$ cat src/rtl/ir_nec_pkg.sv
// NEC IR decoder shared types, pulse windows (microseconds) and cycle conversion.
// Pure definitions: no latency, no backpressure.
package ir_nec_pkg;

  localparam int DUR_W = 20;

  typedef logic [DUR_W-1:0] dur_t;
  typedef logic [DUR_W:0]   len_t;

  typedef enum logic [2:0] {
    IDLE,
    LEAD_LOW,
    LEAD_HIGH,
    BIT_LOW,
    BIT_HIGH,
    STOP,
    REP_STOP
  } state_t;

  localparam int unsigned LEAD_LOW_MIN_US = 8000;
  localparam int unsigned LEAD_LOW_MAX_US = 10000;
  localparam int unsigned LEAD_NEW_MIN_US = 4000;
  localparam int unsigned LEAD_NEW_MAX_US = 5000;
  localparam int unsigned LEAD_REP_MIN_US = 2000;
  localparam int unsigned LEAD_REP_MAX_US = 2500;
  localparam int unsigned BURST_MIN_US    = 400;
  localparam int unsigned BURST_MAX_US    = 700;
  localparam int unsigned SPACE0_MIN_US   = 400;
  localparam int unsigned SPACE0_MAX_US   = 700;
  localparam int unsigned SPACE1_MIN_US   = 1400;
  localparam int unsigned SPACE1_MAX_US   = 1900;

  function automatic int unsigned us_to_cycles(input int unsigned us, input int unsigned clk_khz);
    return (us * clk_khz) / 1000;
  endfunction

endpackage

$ cat src/rtl/ir_edge_timer.sv
// Synchronizes the IR pin, flags edges and counts cycles since the last edge (saturating).
// Sync latency 2 cycles, edge flags combinational off the synced level; no backpressure.
module ir_edge_timer
  import ir_nec_pkg::*;
(
  input  logic clk_50,
  input  logic reset,
  input  logic irda_rxd,
  output logic rise,
  output logic fall,
  output logic level,
  output dur_t duration
);

  logic sync1_q, sync2_q, prev_q;
  dur_t cnt_q, cnt_d;

  always_ff @(posedge clk_50) begin
    if (reset) begin
      sync1_q <= 1'b1;
      sync2_q <= 1'b1;
      prev_q  <= 1'b1;
      cnt_q   <= '0;
    end else begin
      sync1_q <= irda_rxd;
      sync2_q <= sync1_q;
      prev_q  <= sync2_q;
      cnt_q   <= cnt_d;
    end
  end

  assign rise  = sync2_q & ~prev_q;
  assign fall  = ~sync2_q & prev_q;
  assign level = sync2_q;

  always_comb begin
    cnt_d = cnt_q;
    if (rise || fall) begin
      cnt_d = '0;
    end else if (cnt_q != '1) begin
      cnt_d = cnt_q + dur_t'(1);
    end
  end

  assign duration = cnt_q;

endmodule

$ cat src/rtl/ir_nec_decoder.sv
// NEC frame decoder: classifies pulse widths, shifts 32 bits LSB first, checks inverted bytes.
// Result pulses register one cycle after the synced edge ending the stop burst; no backpressure.
module ir_nec_decoder
  import ir_nec_pkg::*;
#(
  parameter int unsigned CLK_KHZ    = 50_000,
  parameter bit          CHECK_ADDR = 1'b1
) (
  input  logic       clk_50,
  input  logic       reset,
  input  logic       irda_rxd,
  output logic [7:0] IR_button,
  output logic [7:0] ir_address,
  output logic       button_valid,
  output logic       button_repeat,
  output logic       frame_error
);

  localparam len_t LL_MIN = len_t'(us_to_cycles(LEAD_LOW_MIN_US, CLK_KHZ));
  localparam len_t LL_MAX = len_t'(us_to_cycles(LEAD_LOW_MAX_US, CLK_KHZ));
  localparam len_t LN_MIN = len_t'(us_to_cycles(LEAD_NEW_MIN_US, CLK_KHZ));
  localparam len_t LN_MAX = len_t'(us_to_cycles(LEAD_NEW_MAX_US, CLK_KHZ));
  localparam len_t LR_MIN = len_t'(us_to_cycles(LEAD_REP_MIN_US, CLK_KHZ));
  localparam len_t LR_MAX = len_t'(us_to_cycles(LEAD_REP_MAX_US, CLK_KHZ));
  localparam len_t B_MIN  = len_t'(us_to_cycles(BURST_MIN_US, CLK_KHZ));
  localparam len_t B_MAX  = len_t'(us_to_cycles(BURST_MAX_US, CLK_KHZ));
  localparam len_t S0_MIN = len_t'(us_to_cycles(SPACE0_MIN_US, CLK_KHZ));
  localparam len_t S0_MAX = len_t'(us_to_cycles(SPACE0_MAX_US, CLK_KHZ));
  localparam len_t S1_MIN = len_t'(us_to_cycles(SPACE1_MIN_US, CLK_KHZ));
  localparam len_t S1_MAX = len_t'(us_to_cycles(SPACE1_MAX_US, CLK_KHZ));

  state_t      state_q, state_d;
  logic        rise, fall, level;
  dur_t        duration;
  len_t        len, phase_max;
  logic        want_rise, phase_end, phase_ok, timeout, abort, frame_ok;
  logic        win_ll, win_new, win_rep, win_burst, win_s0, win_s1;
  logic [31:0] shift_q;
  logic [4:0]  idx_q;
  logic        have_cmd_q;
  logic [7:0]  cmd_q, addr_q;
  logic        valid_q, valid_d, repeat_q, repeat_d, error_q, error_d, shift_en;

  ir_edge_timer u_timer (
    .clk_50   (clk_50),
    .reset    (reset),
    .irda_rxd (irda_rxd),
    .rise     (rise),
    .fall     (fall),
    .level    (level),
    .duration (duration)
  );

  function automatic logic in_win(input len_t v, input len_t lo, input len_t hi);
    return (v >= lo) && (v <= hi);
  endfunction

  // Counter clears on the edge, so the phase length including the current cycle is one more.
  assign len       = len_t'(duration) + len_t'(1);
  assign win_ll    = in_win(len, LL_MIN, LL_MAX);
  assign win_new   = in_win(len, LN_MIN, LN_MAX);
  assign win_rep   = in_win(len, LR_MIN, LR_MAX);
  assign win_burst = in_win(len, B_MIN, B_MAX);
  assign win_s0    = in_win(len, S0_MIN, S0_MAX);
  assign win_s1    = in_win(len, S1_MIN, S1_MAX);

  always_comb begin
    phase_max = '1;
    phase_ok  = 1'b0;
    want_rise = 1'b1;
    case (state_q)
      LEAD_LOW: begin
        phase_max = LL_MAX;
        phase_ok  = win_ll;
      end
      LEAD_HIGH: begin
        phase_max = LN_MAX;
        phase_ok  = win_new | win_rep;
        want_rise = 1'b0;
      end
      BIT_LOW, STOP, REP_STOP: begin
        phase_max = B_MAX;
        phase_ok  = win_burst;
      end
      BIT_HIGH: begin
        phase_max = S1_MAX;
        phase_ok  = win_s0 | win_s1;
        want_rise = 1'b0;
      end
      default: ;
    endcase
  end

  assign phase_end = (rise | fall) && (level == want_rise) && (state_q != IDLE);
  assign timeout   = !phase_end && (len > phase_max);
  assign abort     = timeout || (phase_end && !phase_ok);
  assign frame_ok  = (shift_q[23:16] == ~shift_q[31:24]) &&
                     (!CHECK_ADDR || (shift_q[7:0] == ~shift_q[15:8]));

  always_ff @(posedge clk_50) begin
    if (reset) begin
      state_q <= IDLE;
    end else begin
      state_q <= state_d;
    end
  end

  always_comb begin
    state_d = state_q;
    if (state_q == IDLE) begin
      if (fall) state_d = LEAD_LOW;
    end else if (abort) begin
      state_d = IDLE;
    end else if (phase_end) begin
      case (state_q)
        LEAD_LOW:  state_d = LEAD_HIGH;
        LEAD_HIGH: state_d = win_new ? BIT_LOW : REP_STOP;
        BIT_LOW:   state_d = BIT_HIGH;
        BIT_HIGH:  state_d = (idx_q == 5'd31) ? STOP : BIT_LOW;
        default:   state_d = IDLE;
      endcase
    end
  end

  // A leader low that ends early is treated as line noise and dropped silently.
  always_comb begin
    valid_d  = 1'b0;
    repeat_d = 1'b0;
    error_d  = 1'b0;
    shift_en = 1'b0;
    if (abort) begin
      error_d = !(state_q == LEAD_LOW && phase_end && len < LL_MIN);
    end else if (phase_end) begin
      case (state_q)
        BIT_HIGH: shift_en = 1'b1;
        STOP: begin
          valid_d = frame_ok;
          error_d = !frame_ok;
        end
        REP_STOP: repeat_d = have_cmd_q;
        default: ;
      endcase
    end
  end

  always_ff @(posedge clk_50) begin
    if (reset) begin
      shift_q    <= '0;
      idx_q      <= '0;
      have_cmd_q <= 1'b0;
      cmd_q      <= '0;
      addr_q     <= '0;
      valid_q    <= 1'b0;
      repeat_q   <= 1'b0;
      error_q    <= 1'b0;
    end else begin
      valid_q  <= valid_d;
      repeat_q <= repeat_d;
      error_q  <= error_d;
      if (state_q == LEAD_HIGH) idx_q <= '0;
      if (shift_en) begin
        shift_q <= {win_s1, shift_q[31:1]};
        idx_q   <= idx_q + 5'd1;
      end
      if (valid_d) begin
        cmd_q      <= shift_q[23:16];
        addr_q     <= shift_q[7:0];
        have_cmd_q <= 1'b1;
      end
    end
  end

  assign IR_button     = cmd_q;
  assign ir_address    = addr_q;
  assign button_valid  = valid_q;
  assign button_repeat = repeat_q;
  assign frame_error   = error_q;

endmodule
$ cat config.mk
export PLATFORM = sky130hd
export DESIGN_NAME = ir_nec_decoder
export DESIGN_NICKNAME = d
export VERILOG_FILES = /design/src/rtl/ir_nec_pkg.sv /design/src/rtl/ir_edge_timer.sv /design/src/rtl/ir_nec_decoder.sv
export SDC_FILE = /design/constraint.sdc
export NUM_CORES = 1
export LEC_CHECK = 0
export ABC_AREA = 1
export CAP_MARGIN = 10
export CORE_UTILIZATION = 50
export CTS_BUF_LIST = sky130_fd_sc_hd__clkbuf_16
export DETAILED_ROUTE_END_ITERATION = 7
export GPL_TIMING_DRIVEN = 0
export PLACE_DENSITY_LB_ADDON = 0.08
export RECOVER_POWER = 100
export SLEW_MARGIN = 20
export SYNTH_ARGS = -nofsm -noshare
export SYNTH_HDL_FRONTEND = slang
export SYNTH_SLANG_ARGS = --single-unit
$ cat constraint.sdc
create_clock -name clk_50 -period 9 [get_ports clk_50]
set_input_delay 1.35 -clock clk_50 [delete_from_list [all_inputs] [get_ports clk_50]]
set_output_delay 1.35 -clock clk_50 [all_outputs]
set_load 0.02 [all_outputs]
==> out/metrics.yaml <==
status:
  status: "finished clean"
cts:
  clock_path_buffers: 2
  postCtsSetupBuffers: 0
  ctsResizeCount: 0
  cts_tree: "done"
  cts-root-buf: "clkbuf_16"
  htreeDepth: 3
  clk_latency_ns: 0.35
  clock-sinks: 83
  cts_buffers: 9
  holdBufCountCts: 0
  path_clk_slew_ns: 0.07
worst_setup_path:
  rr_endpoint: "IR_button[2]"
  cp.arrival_ns: 4.95
  crit_required_ns: 9.28
  crit_path_start_kind: "flip-flop"
  end_kind: "flip-flop"
  cp_max_fo: 10
  worst_r2r_path_depth: 18
  ff2ff_setup_slack_ns: 4.33
  path_class: "flip-flop to flip-flop"
  crit_path_end: "IR_button[2]"
  regToRegStartpoint: "u_timer.duration[0]"
  crit_path_start: "u_timer.duration[0]"
yosys:
  netlist.area_leader.share_pct: 29.1
  synth_xor_xnor_area_share_pct: 2.30
  synth_area_per_cell_um2: 6.55
  syn_area_mm2: 0.00571
  synth_fa_ha_area_share_pct: 4.16
  muxShareOfSynthArea_pct: 0
  synth_flop_cell: "dfxtp_1"
  yosysTopAreaCell: "dfxtp_1"
  synth_compound_area_share_pct: 11.4
  seq_area_frac_synth_pct: 29.1
  synth.net_count: 894
  synth-edff-count: 0
  ys.warnings.count: 0
  yosys.area_share.simple_pct: 44.2
  ys_top_cells_by_area: "dfxtp_1 (29%), nand2_1 (17%), nand3_1 (6.1%)"
  synth-async-reset-ratio_pct: 0
  yosys.cell_types.count: 42
  ys_seq_elements: 83
  synth_top_family_by_area: "simple AND/OR/NAND/NOR gates"
  syn_inst: 872
routing:
  vias: 5833
  drt_iter0_markers: 473
  dr.pass1.iters: 7
  drc: 0
  viasPerCell: 5.56
  post_drt_wl_per_cell_um: 15.2
  totalWireLength_um: 16000
  drt.antenna.violating_nets: 0
sta:
  fmax_ghz: 0.214
  hold_viol: 0
  finalClockSkew_ns: 0.00675
  min_period_ns: 4.67
  holdWs_ns: 0.408
  rsz0062_at_grt: "no"
  finalSetupTns_ns: 0
  setup_violations: 0
  relSlewSlack_pct: 57.0
  slew_viol_final: 0
  worstMarginPinSlew_ns: 0.639
  period_share_pct: 51.9
die:
  die_h_um: 109
  rows: 38
  core-area_mm2: 0.0110
  die_area_mm2: 0.0119
  die_w_um: 109
  start_util_pct: 52.0
  io_pins: 22
global_route:
  grt_pass1_vias: 5162
  gr-usage-met2_pct: 42.1
  gr-usage-met3_pct: 4.72
  grt.overflow.total: 0
  antenna_found_initial: 0
  grt_pass1_wl_um: 25800
  grt_most_used_layer: "met1"
  grt_util_met1_pct: 42.2
  track_usage_pct: 28.6
  grt_max_degree: 15
power_and_ir_drop:
  p_leak_nw: 2.81
  ir_drop_mv: 0.127
  powerDensity_mw_per_mm2: 133
cells_and_area:
  fin_area_mm2: 0.00628
  final_nets: 926
  areaGrowthSynthToFinish_pct: 9.97
  final_layout_size_suffix_gt1_share_pct: 10.7
  fill_cells: 1121
  regArea_mm2: 0.00166
  multi_input_area_mm2: 0.00347
  diodes: 0
place:
  place_area_mm2: 0.00610
  place.gp.congestion: 0.945
  io_buffers: 21
  dpl.hpwl_um: 12500
run:
  maxCapViolCount: 0
min_path:
  hold_class: "flip-flop to flip-flop"
==> logic make-up after synthesis <==
kind of cell | Yosys count
compound gates | 110
simple gates | 533
xor+xnor | 15
flops | 83
buf+inv | 112
fa+ha+maj | 19
==> worst min path at each step <==
stage	from	endpoint	slack [ns]	cells past startpoint
5_1_grt	u_timer.sync1_q	u_timer.level	0.43	1
3_5_place_dp	u_timer.sync1_q	u_timer.level	0.39	1
6_report	u_timer.sync1_q	u_timer.level	0.41	1
2_1_floorplan	u_timer.sync1_q	u_timer.level	0.39	1
3_3_place_gp	u_timer.sync1_q	u_timer.level	0.39	1
4_1_cts	u_timer.sync1_q	u_timer.level	0.41	1
==> final cells by class <==
class,count,share of cell area [%]
Timing Repair Buffer,21,3.35
Buffer,24,2.25
Sequential cell,83,26.5
Tap cell,140,2.79
Clock buffer,9,3.59
Clock inverter,7,1.08
Inverter,88,5.28
Multi-Input combinational cell,677,55.2
==> metal layers <==
layer  vias up  wire (µm)
li1       2923          -
met1      2716       7940
met2       174       6840
met3        20        951
met4         0        263
met5         -          0
==> cells in the mapped netlist, types with 6 or more instances <==
master    number
a21oi_1       69
a21oi_2       18
clkbuf_1       9
dfxtp_1       83
ha_1          19
inv_1         72
inv_2         14
nand2_1      263
nand2_2       31
nand3_1       70
nand4_1       41
nor2_1        80
nor2_2         6
nor2_4         6
nor3_1        12
o21ai_0       10
xnor2_1       11
==> flip-flops by register name, indices dropped and copies added, names as in the netlist <==
register	cells
shift_q	32
u_timer.duration	20
IR_button	8
ir_address	8
idx_q	5
state_q	3
button_repeat	1
button_valid	1
frame_error	1
have_cmd_q	1
u_timer.level	1
u_timer.prev_q	1
u_timer.sync1_q	1
==> report_power, final <==
group | total, mW | internal [mW] | switching (mW)
logic | 0.0871 | 0.0254 | 0.0616
clock network | 0.374 | 0.215 | 0.159
registers | 0.375 | 0.371 | 0.00419
==> critical path, stage by stage, from the launching register on <==
cell and delay, ns:
dfxtp_1 0.48, ha_1 0.28, nand2_2 0.07, nor2_1 0.27, clkbuf_1 0.46, nand4_1 0.26, nor4_1 0.54, ha_1 0.28
nand3_1 0.10, nor2_1 0.16, clkinv_1 0.09, nor2_1 0.13, nand3_1 0.09, nand3_1 0.13, nand2_1 0.23, nand3_1 0.34
clkbuf_1 0.42, nand2_1 0.12, a21oi_1 0.14
==> layout by cell type (no fill, tap or decap), types with 3 or more instances in the layout <==
cell / instances
o21ai_0: 10
dfxtp_1: 83
clkbuf_16: 9
inv_1: 73
nor2_2: 6
nand2_2: 27
ha_1: 19
a21oi_2: 8
nand4_1: 41
inv_2: 13
a31oi_1: 3
clkinv_1: 4
nor3b_1: 3
nor2_1: 81
nand3_4: 3
clkbuf_1: 16
dlygate4sd3_1: 20
nand2_4: 3
o21bai_1: 3
nand3_1: 72
nand2_1: 267
nor3_1: 12
xnor2_1: 11
buf_6: 3
nor4_1: 4
xor2_1: 4
nor2_4: 5
a21oi_1: 79
==> through the flow <==
| step | setup WS, ns | power (mW) | utilization (%) | std cells |
|---|---|---|---|---|
| global route | 3.88 | 0.872 | 57.2 | 1049 |
| detailed placement | 5.27 | 0.470 | 55.5 | 1033 |
| CTS | 5.23 | 0.846 | 58.2 | 1049 |
| floorplan | 6.15 | 0.447 | - | 872 |
| global placement | 5.33 | 0.466 | 55.5 | 1033 |
| finish | 4.33 | 0.836 | 57.2 | 1049 |
No activity file was read; power rests on OpenSTA's default activity.
